`config.mk`:
```
export PLATFORM = sky130hd
export DESIGN_NAME = div_fu
export DESIGN_NICKNAME = d
export VERILOG_FILES = /design/src/rtl/div_fu.sv
export SDC_FILE = /design/constraint.sdc
export NUM_CORES = 1
export LEC_CHECK = 0
export BUFFER_PORTS_ARGS = -buffer_cell sky130_fd_sc_hd__buf_2
export CAP_MARGIN = 20
export CORE_ASPECT_RATIO = 0.75
export CORE_MARGIN = 2
export CORE_UTILIZATION = 55
export CTS_BUF_LIST = sky130_fd_sc_hd__clkbuf_4 sky130_fd_sc_hd__clkbuf_8 sky130_fd_sc_hd__clkbuf_16
export CTS_CLUSTER_DIAMETER = 80
export DETAILED_ROUTE_END_ITERATION = 8
export PLACE_DENSITY = 0.77
export SLEW_MARGIN = 40
export SYNTH_ARGS = -nofsm -noshare
export SYNTH_HDL_FRONTEND = slang
export SYNTH_SLANG_ARGS = --single-unit
```
`constraint.sdc`:
```
create_clock -name clk -period 6.11 [get_ports clk]
set_input_delay 0.611 -clock clk [delete_from_list [all_inputs] [get_ports clk]]
set_output_delay 0.611 -clock clk [all_outputs]
set_load 0.1 [all_outputs]
```
`src/rtl/div_fu.sv`:
```
// Fixed-latency RV32M divide unit (DIV/DIVU/REM/REMU) built on an iterative
// radix-4 restoring core; the result is published exactly LATENCY edges after issue.
module div_fu #(
   parameter int unsigned LATENCY = 24
) (
   input  logic        clk,
   input  logic        rst,
   input  logic        EN,
   input  logic [1:0]  op,
   input  logic [31:0] rs1_data,
   input  logic [31:0] rs2_data,
   output logic [31:0] res,
   output logic        finish,
   output logic        busy
);

   localparam int unsigned XLEN       = 32;
   localparam int unsigned CALC_STEPS = 16;
   localparam int unsigned CNT_W      = $clog2(LATENCY + 1);

   typedef enum logic [1:0] {
      S_IDLE,
      S_CALC,
      S_FIX,
      S_WAIT
   } state_t;

   state_t state, state_nxt;

   logic [CNT_W-1:0] cnt;
   logic [XLEN-1:0]  rem_r;
   logic [XLEN-1:0]  quot_r;
   logic [XLEN-1:0]  b_mag;
   logic [XLEN-1:0]  dividend;
   logic [XLEN-1:0]  final_r;
   logic             op_rem;
   logic             neg_q;
   logic             neg_r;
   logic             div0;
   logic             ovf;

   logic             signed_op_c;
   logic             a_neg_c;
   logic             b_neg_c;
   logic [XLEN-1:0]  a_mag_c;
   logic [XLEN-1:0]  b_mag_c;
   logic [2*XLEN-1:0] rq_nxt_c;
   logic [XLEN-1:0]  q_signed_c;
   logic [XLEN-1:0]  r_signed_c;
   logic [XLEN-1:0]  final_c;
   logic             last_calc_c;
   logic             publish_c;

   // One restoring step on {rem, quot}: shift left, trial-subtract the divisor.
   // The shifted remainder is 33 bits wide, so its carry-out forces a subtract.
   function automatic logic [2*XLEN-1:0] rstep(input logic [2*XLEN-1:0] rq,
                                               input logic [XLEN-1:0]   d);
      logic [XLEN:0] sh;
      logic          ge;
      sh = rq[2*XLEN-1:XLEN-1];
      ge = sh[XLEN] | (sh[XLEN-1:0] >= d);
      rstep = {(ge ? (sh[XLEN-1:0] - d) : sh[XLEN-1:0]), rq[XLEN-2:0], ge};
   endfunction

   // Operand conditioning at issue: magnitudes and sign handling.
   always_comb begin
      signed_op_c = ~op[0];
      a_neg_c     = signed_op_c & rs1_data[XLEN-1];
      b_neg_c     = signed_op_c & rs2_data[XLEN-1];
      a_mag_c     = a_neg_c ? (~rs1_data + XLEN'(1)) : rs1_data;
      b_mag_c     = b_neg_c ? (~rs2_data + XLEN'(1)) : rs2_data;
   end

   // Two radix-2 steps per cycle give one radix-4 quotient digit.
   always_comb begin
      rq_nxt_c = rstep(rstep({rem_r, quot_r}, b_mag), b_mag);
   end

   // Final value: sign fix-up, then special-case override.
   always_comb begin
      q_signed_c = neg_q ? (~quot_r + XLEN'(1)) : quot_r;
      r_signed_c = neg_r ? (~rem_r + XLEN'(1)) : rem_r;
      if (div0) begin
         final_c = op_rem ? dividend : {XLEN{1'b1}};
      end else if (ovf) begin
         final_c = op_rem ? '0 : {1'b1, {(XLEN-1){1'b0}}};
      end else begin
         final_c = op_rem ? r_signed_c : q_signed_c;
      end
   end

   assign last_calc_c = (cnt == CNT_W'(CALC_STEPS - 1));
   assign publish_c   = (cnt == CNT_W'(LATENCY - 1));

   always_ff @(posedge clk) begin
      if (rst) begin
         state <= S_IDLE;
      end else begin
         state <= state_nxt;
      end
   end

   always_comb begin
      state_nxt = state;
      case (state)
         S_IDLE: if (EN) state_nxt = S_CALC;
         S_CALC: if (last_calc_c) state_nxt = S_FIX;
         S_FIX:  state_nxt = S_WAIT;
         S_WAIT: if (publish_c) state_nxt = S_IDLE;
         default: state_nxt = S_IDLE;
      endcase
   end

   // Datapath and registered outputs; cnt counts edges since the accepting edge.
   always_ff @(posedge clk) begin
      if (rst) begin
         cnt      <= '0;
         rem_r    <= '0;
         quot_r   <= '0;
         b_mag    <= '0;
         dividend <= '0;
         final_r  <= '0;
         op_rem   <= 1'b0;
         neg_q    <= 1'b0;
         neg_r    <= 1'b0;
         div0     <= 1'b0;
         ovf      <= 1'b0;
         res      <= '0;
         finish   <= 1'b0;
         busy     <= 1'b0;
      end else begin
         finish <= 1'b0;
         case (state)
            S_IDLE: begin
               if (EN) begin
                  cnt      <= '0;
                  rem_r    <= '0;
                  quot_r   <= a_mag_c;
                  b_mag    <= b_mag_c;
                  dividend <= rs1_data;
                  op_rem   <= op[1];
                  neg_q    <= a_neg_c ^ b_neg_c;
                  neg_r    <= a_neg_c;
                  div0     <= (rs2_data == '0);
                  ovf      <= signed_op_c & (rs1_data == 32'h8000_0000)
                                          & (rs2_data == 32'hFFFF_FFFF);
                  busy     <= 1'b1;
               end
            end
            S_CALC: begin
               {rem_r, quot_r} <= rq_nxt_c;
               cnt             <= cnt + CNT_W'(1);
            end
            S_FIX: begin
               final_r <= final_c;
               cnt     <= cnt + CNT_W'(1);
            end
            S_WAIT: begin
               if (publish_c) begin
                  res    <= final_r;
                  finish <= 1'b1;
                  busy   <= 1'b0;
                  cnt    <= '0;
               end else begin
                  cnt <= cnt + CNT_W'(1);
               end
            end
            default: ;
         endcase
      end
   end

endmodule

```
==> results of run 1 <==
worst paths after layout:
| check | endpoint | from | slack (ns) | cells past startpoint |
|---|---|---|---|---|
| worst min-delay path | dividend[16] | rs1_data[16] | 0.35 | 3 |
| worst min register to register | res[19] | res[19] | 0.45 | 2 |
| worst max-delay path | rem_r[27] | quot_r[31] | 0.34 | 23 |
| worst max register to register | rem_r[27] | quot_r[31] | 0.34 | 23 |
registers in the layout, indices dropped and copies added, names as in the netlist, 2 cells and up:
| register | flops |
|---|---|
| b_mag | 32 |
| dividend | 32 |
| final_r | 32 |
| quot_r | 32 |
| rem_r | 32 |
| res | 32 |
| cnt | 5 |
| state | 2 |
worst max-delay path, stage by stage, from the launching register on:
cell and delay (ns):
dfxtp_1 0.35, inv_1 0.07, ha_1 0.18, inv_1 0.06
fa_1 0.41, a211oi_1 0.32, o21ai_0 0.19, a31oi_2 0.34
a21o_1 0.16, a21bo_2 0.18, nand2_1 0.12, buf_12 0.20
a21oi_1 0.38, ha_1 0.32, nor2b_1 0.15, o31ai_1 0.40
a211oi_1 0.13, or3_1 0.48, nand4_1 0.16, and3b_1 0.32
o21bai_1 0.13, xor2_1 0.17, and3_1 0.20, a221o_1 0.26
routing by layer:
metal  routed length [um]  GRT usage (%)  up-vias
met1                23000           53.2     7058
met4                  864           5.61        0
met5                    0              0        -
met2                17700           41.3      967
li1                     -              -     7209
met3                 7340           11.2       75
metrics by stage:
step	util, %	power [mW]	instance area (um2)	hold slack, ns
after global routing	62.5	9.88	16400	0.363
after floorplan	-	6.11	14800	0.428
after global placement	59.4	7.51	15500	0.440
after detailed placement	59.4	7.58	15500	0.445
after CTS	62.5	9.05	16300	0.345
final	62.5	9.33	16400	0.352
cell type report:
cell class	count	area share (%)
Multi-Input combinational cell	1608	60.8
Sequential cell	206	25.2
Clock buffer	32	4.26
Timing Repair Buffer	135	4.83
Inverter	73	1.67
Clock inverter	10	0.619
Tap cell	344	2.63
cell families after synthesis:
group,Yosys count
buffers and inverters,197
DFF,206
xor gates and xnor gates,175
AOI/OAI and AO/OA,632
and+or+nand+nor,683
muxes,41
adders and majority gates,77
power breakdown:
| part | internal [mW] | switching, mW | leakage (nW) |
|---|---|---|---|
| sequential | 1.61 | 0.275 | 1.68 |
| clock | 0.851 | 0.607 | 0.387 |
| combinational | 2.28 | 3.70 | 4.38 |
| total | 4.74 | 4.59 | 6.44 |
cells in the mapped netlist (all sizes together) (13+ instances only):
cell type	number	area, um2
o211ai	34	255
or4	21	176
xnor2	96	841
nand2	335	1260
nand2b	13	81.3
nand4	19	119
clkbuf	117	439
nor3	29	145
o21ai	155	776
o31ai	41	322
ha	75	938
nor2	163	612
o41ai	16	148
nand3	18	90.1
a21oi	220	1100
xor2	79	692
a21o	21	158
and3	17	106
inv	73	274
mux2i	31	310
a211oi	40	300
or3	17	106
dfxtp	206	4120
cells in the final DEF, fill, tap and decap left out, types with 9 or more instances in the layout:
cell       Yosys  routed
or4_1         16      16
nor2_1       163     160
a311oi_1      10      10
a31oi_1       12      11
nand4_1       19      19
o21bai_1      10      10
ha_1          75      75
mux2i_1       31      31
nor3_1        29      28
and3_1        17      17
nor2b_1       10       9
a221o_1       11      11
o31ai_1       40      40
xnor2_1       96      96
dfxtp_1      206     206
buf_4          0      31
or3_1         17      17
nand2_1      335     335
a22oi_1        9       9
inv_1         73      73
a21o_1        21      21
a21oi_1      220     219
nand3_1       18      18
mux2_2        10      10
a211oi_1      40      39
o21ai_0      151     149
clkbuf_16      0      25
xor2_1        79      79
buf_2          2     101
o41ai_1       15      15
nand2b_1      13      13
o211ai_1      34      34
==> out/qor.txt, run 1 <==
main combinational cell family by area after synthesis - compound AO/OA/AOI/OAI gates
Rel. slew slack - 41.9%
drt wl/cell - 20.3 um
die area - 28200 um2
core area - 26200 um2
share of cells above drive strength 1 - 10.5%
area delta synth->final - 10.8%
filler instances - 2367
Die H - 146 um
Max FO, Critical Path - 44
dominant synthesized flop cell - dfxtp_1
CP required - 6.52 ns
post-synthesis mux area share - 2.86%
largest net degree at the start of global routing - 104
CP Capture Type - flop
XOR/XNOR Fraction of Synth Area - 10.4%
post-synthesis sequential area ratio - 27.9%
clk buf depth - 3
root buffer cell - clkbuf_16
Final HPWL DP - 37.0 mm
Ports - 103
number of synthesized flops with an enable pin - 0
Max Slew Vio Count - 0
arrival time at the worst endpoint - 6.19 ns
Final Hold Viols - 0
Starting Density - 56.5%
Via density - 6.36
Post-Synth Adder-Cell Area - 6.62%
Synth Area in Simple Gates - 20.7%
area of the multi-input gates - 9950 um2
CTS clock-pin slew for the worst setup and hold paths - 0.06 ns
initial antenna violation count - 2
htree depth - 1
Post-synth ARST share - 0%
crit path kind - reg -> reg
Net Count, Synth - 2157
status - finished, final reports clean
fmax - 173 MHz
max-cap viol count - 0
Compound-Gate Fraction of Synth Area - 26.5%
Residual DRC - 0
I/O Buffers - 102
Inst Count DP - 2366
Syn Inst Count - 2011
Yosys warning count - 0
Leak Pwr - 6.44 nW
TNS Setup - 0 ns
post-route ant nets - 0
Routed WL - 48.9 mm
DR iter-0 viols - 2235
Clock Skew - 0.0149 ns
vias in the first global route - 13100
CTS Buf Count - 24
Post-CTS Setup Bufs - 0
Reg area - 4120 um2
Synth Register Bits - 206
Max rail drop VDD - 0.372 mV
CTS Hold Buffers Added - 0
pre-CTS setup slack - 0.260 ns
crit start category - flop
Yosys cell types - 72
crit share post-route - 94.5%
Post-layout nets - 2194
Syn Std Cell Area - 14800 um2
min cycle time layout - 5.77 ns
PD cells - 570 nW/um2
Non-Filler Instances - 2408
GR Util All Layers - 33.1%
Avg Cell Area, Syn - 7.35 um2
diodes inserted - 0
Hold Path Class - in -> reg
Rows - 51
first-pass GRT wire length - 75.2 mm
vias post-DR - 15300
CTS tree - built
CTS resizes - 0
Tightest Pin Transition - 0.860 ns
routability cong. - 0.980
RSZ-0062 raised after global routing - no
setup violators final - 0
clock sink count - 206
grt total ovfl - 0
worst skew pair latency - 0.53 ns
DRT Pass-1 Iters - 6
Final WS setup - 0.335 ns
Die X - 193 um
(Power assumes the default switching activity.)
==> inputs of run 2 (changes only) <==
--- a/config.mk
+++ b/config.mk
@@ -9,11 +9,11 @@
 export CAP_MARGIN = 20
 export CORE_ASPECT_RATIO = 0.75
 export CORE_MARGIN = 2
-export CORE_UTILIZATION = 55
+export CORE_UTILIZATION = 40
 export CTS_BUF_LIST = sky130_fd_sc_hd__clkbuf_4 sky130_fd_sc_hd__clkbuf_8 sky130_fd_sc_hd__clkbuf_16
 export CTS_CLUSTER_DIAMETER = 80
 export DETAILED_ROUTE_END_ITERATION = 8
-export PLACE_DENSITY = 0.77
+export PLACE_DENSITY = 0.6
 export SLEW_MARGIN = 40
 export SYNTH_ARGS = -nofsm -noshare
 export SYNTH_HDL_FRONTEND = slang
==> constraint.sdc (replaced) <==
create_clock -name clk -period 6.11 [get_ports clk]
set_input_delay 0.611 -clock clk [delete_from_list [all_inputs] [get_ports clk]]
set_output_delay 0.611 -clock clk [all_outputs]
set_load 0.02 [all_outputs]
==> run 2 against run 1 <==
Final area grew 2.1%. Worst hold slack lost 0.018 ns. Clock skew grew 0.0035 ns. Setup slack gained 0.011 ns. Sequential share of layout area shrank 0.49 points. Flip-flop and latch count is the same. First-iteration DRC count shrank 28%. Critical path depth grew 1. Combinational power is essentially flat. Critical path type unchanged. Highest routed layer unchanged.
==> out/qor.txt, run 2 (synthesis results as in run 1) <==
Seq pwr share - 20.1% (about the same)
share of cells above drive strength 1 - 11.3% (+0.81 points)
switching power - 4.45 mW (-3.1%)
Crit path buffers/inverters - 4 (+1)
crit path kind - reg -> reg
most frequent cells in the layout - 334 x nand2_1, 219 x a21oi_1, 203 x dfxtp_1
crit path capture - rem_r[0]
combinational share of power - 63.3% (-0.9 points)
Routed WL - 49.8 mm (+1.9%)
Tightest Pin Transition - 0.832 ns (-0.0279 ns)
Util after Layout - 46.2% (-16 points)
Setup crit start - rem_r[2]
Hold Path Class - in -> reg
die area - 38500 um2 (+37%)
max-cap viol count - 0 (unchanged)
grt total ovfl - 0 (unchanged)
Max Slew Vio Count - 0 (unchanged)
post-route ant nets - 0 (unchanged)
clock sink count - 206 (unchanged)
status - finished, final reports clean
critical path's largest stage delay - 0.53 ns (+0.05 ns)
Rows - 60 (+18%)
Max FO, Critical Path - 19 (-57%)
PD cells - 565 nW/um2 (-0.80%)
largest net degree at the start of global routing - 79 (-24%)
Leak Pwr - 6.53 nW (+1.4%)
Die H - 170 um (+17%)
vias post-DR - 14700 (-3.7%)
Hold Slack - 0.334 ns (-0.0183 ns)
core area - 36100 um2 (+38%)
I/O Buffers - 102 (unchanged)
crit start category - flop
min cycle time layout - 5.76 ns (-0.0110 ns)
Inst Count DP - 2527 (+6.8%)
Clock power frac - 16.6% (+1.0 points)
Rel. slew slack - 44.5% (+2.5 points)
Die X - 226 um (+17%)
family with the most delay on the worst path - compound AO/OA/AOI/OAI gates
worst skew pair latency - 0.55 ns (+0.02 ns)
CP required - 6.54 ns (+0.02 ns)
Via density - 5.73 (-9.8%)
internal power - 5.00 mW (+5.4%)
crit share post-route - 94.3% (-0.18 points)
drt wl/cell - 19.4 um (-4.6%)
Hold Startpoint - rs1_data[13]
vias in the first global route - 13200 (+0.51%)
TNS Setup - 0 ns (unchanged)
flop-to-flop setup slack - 0.35 ns (about the same)
Post-CTS Setup Bufs - 0 (unchanged)
CTS clock-pin slew for the worst setup and hold paths - 0.06 ns (about the same)
RSZ-0062 raised after global routing - no
routability cong. - 0.918 (-6.3%)
Clock Skew - 0.0184 ns (+0.00354 ns)
RR Endpoint - rem_r[0]
Final HPWL DP - 37.8 mm (+2.0%)
Ports - 103 (unchanged)
slowest CP cell - dfxtp_1
GR Util All Layers - 25.6% (-7.5 points)
DRT Pass-1 Iters - 6 (unchanged)
fmax - 174 MHz (+0.19%)
area delta synth->final - 13.1%
Max rail drop VDD - 0.476 mV (+28%)
Post-layout nets - 2203 (+0.41%)
Sw Ratio - 47.1% (-2.1 points)
CTS Hold Buffers Added - 0 (unchanged)
most common cell after layout, fill and taps aside - nand2_1
htree depth - 1 (unchanged)
Final Hold Viols - 0 (unchanged)
Crit path depth - 24 (+4.3%)
CTS tree - built
first-pass GRT wire length - 77.1 mm (+2.5%)
arrival time at the worst endpoint - 6.19 ns (about the same)
clk buf depth - 3 (unchanged)
CTS Buf Count - 24 (unchanged)
worst r2r path cells - 24 (+4.3%)
R2R Path Start - rem_r[2]
CP Cell Sequence - ha_1, a21o_1, a21oi_1, a211oi_1, o31a_1, o311ai_1, buf_4, nor2b_2, o21bai_1, xor2_1, mux2_2, ha_1, inv_1, o21bai_1, a21oi_1, o21ai_0, nor3_1, a31oi_1, a31oi_2, nand2_1, buf_12, buf_12, mux2i_1, a22o_1
Non-Filler Instances - 2572 (+6.8%)
Residual DRC - 0 (unchanged)
root buffer cell - clkbuf_16
initial antenna violation count - 2 (unchanged)
Starting Density - 40.9% (-16 points)
CTS resizes - 0 (unchanged)
DR iter-0 viols - 1619 (-28%)
setup violators final - 0 (unchanged)
CP Capture Type - flop
==> run 2: cell types whose count changed in the layout (fill, tap and decap cells not counted), moves of 3 or more <==
cell | before | now
buf_4 | 31 | 40
clkbuf_8 | 3 | 6
clkinvlp_4 | 4 | 1
dfxtp_1 | 206 | 203
dfxtp_2 | 0 | 3
o21ai_0 | 149 | 146
o21ai_1 | 5 | 8
==> run 2: through the flow <==
step	cell area, um2	setup slack (ns)	power, mW
floorplan	14800	0.886	6.10
global placement	15800	0.0308	7.73
detailed placement	15800	0.152	7.73
CTS	16700	0.118	9.33
global route	16700	0.0451	10.1
finish	16700	0.346	9.44
==> run 2: worst min path at each step <==
stage	to	slack (ns)	cells after the start
5_1_grt	dividend[19]	0.33	3
3_3_place_gp	dividend[3]	0.44	2
3_5_place_dp	res[13]	0.44	2
6_report	dividend[13]	0.33	3
4_1_cts	dividend[13]	0.32	3
2_1_floorplan	res[0]	0.43	2
==> run 2: layout make-up <==
type | instances | area [um2]
Inverter | 73 | 274
Clock buffer | 35 | 721
Tap cell | 496 | 621
Timing Repair Buffer | 144 | 857
Multi-Input combinational cell | 1608 | 9960
Clock inverter | 9 | 134
Antenna cell | 1 | 2.50
Sequential cell | 206 | 4130
Fill cell | 3648 | 19400
==> run 2: metal layers <==
| layer | wire [um] | vias to the layer above | track usage (%) |
|---|---|---|---|
| met4 | 797 | 0 | 4.87 |
| met2 | 19400 | 558 | 34.9 |
| met1 | 25600 | 6888 | 40.6 |
| li1 | - | 7257 | - |
| met5 | 0 | - | 0 |
| met3 | 4050 | 44 | 5.01 |
==> run 2: power groups by stage <==
| stage | combinational (mW) | clock (mW) | sequential, mW |
|---|---|---|---|
| after floorplan | 4.30 | 0 | 1.80 |
| after global placement | 5.82 | 0 | 1.90 |
| after detailed placement | 5.82 | 0 | 1.91 |
| after CTS | 5.86 | 1.59 | 1.88 |
| after global routing | 6.56 | 1.64 | 1.92 |
| final | 5.98 | 1.57 | 1.90 |
==> run 2: worst reg2reg max path, delay by kind of cell, from the launching register on <==
kind	cells	cell delay, ns
muxes	2	0.44
xor gates and xnor gates	1	0.16
AOI/OAI and AO/OA	12	2.40
DFF	1	0.53
and+or+nand+nor	3	0.67
buffers and inverters	4	0.72
adders and majority gates	2	0.74
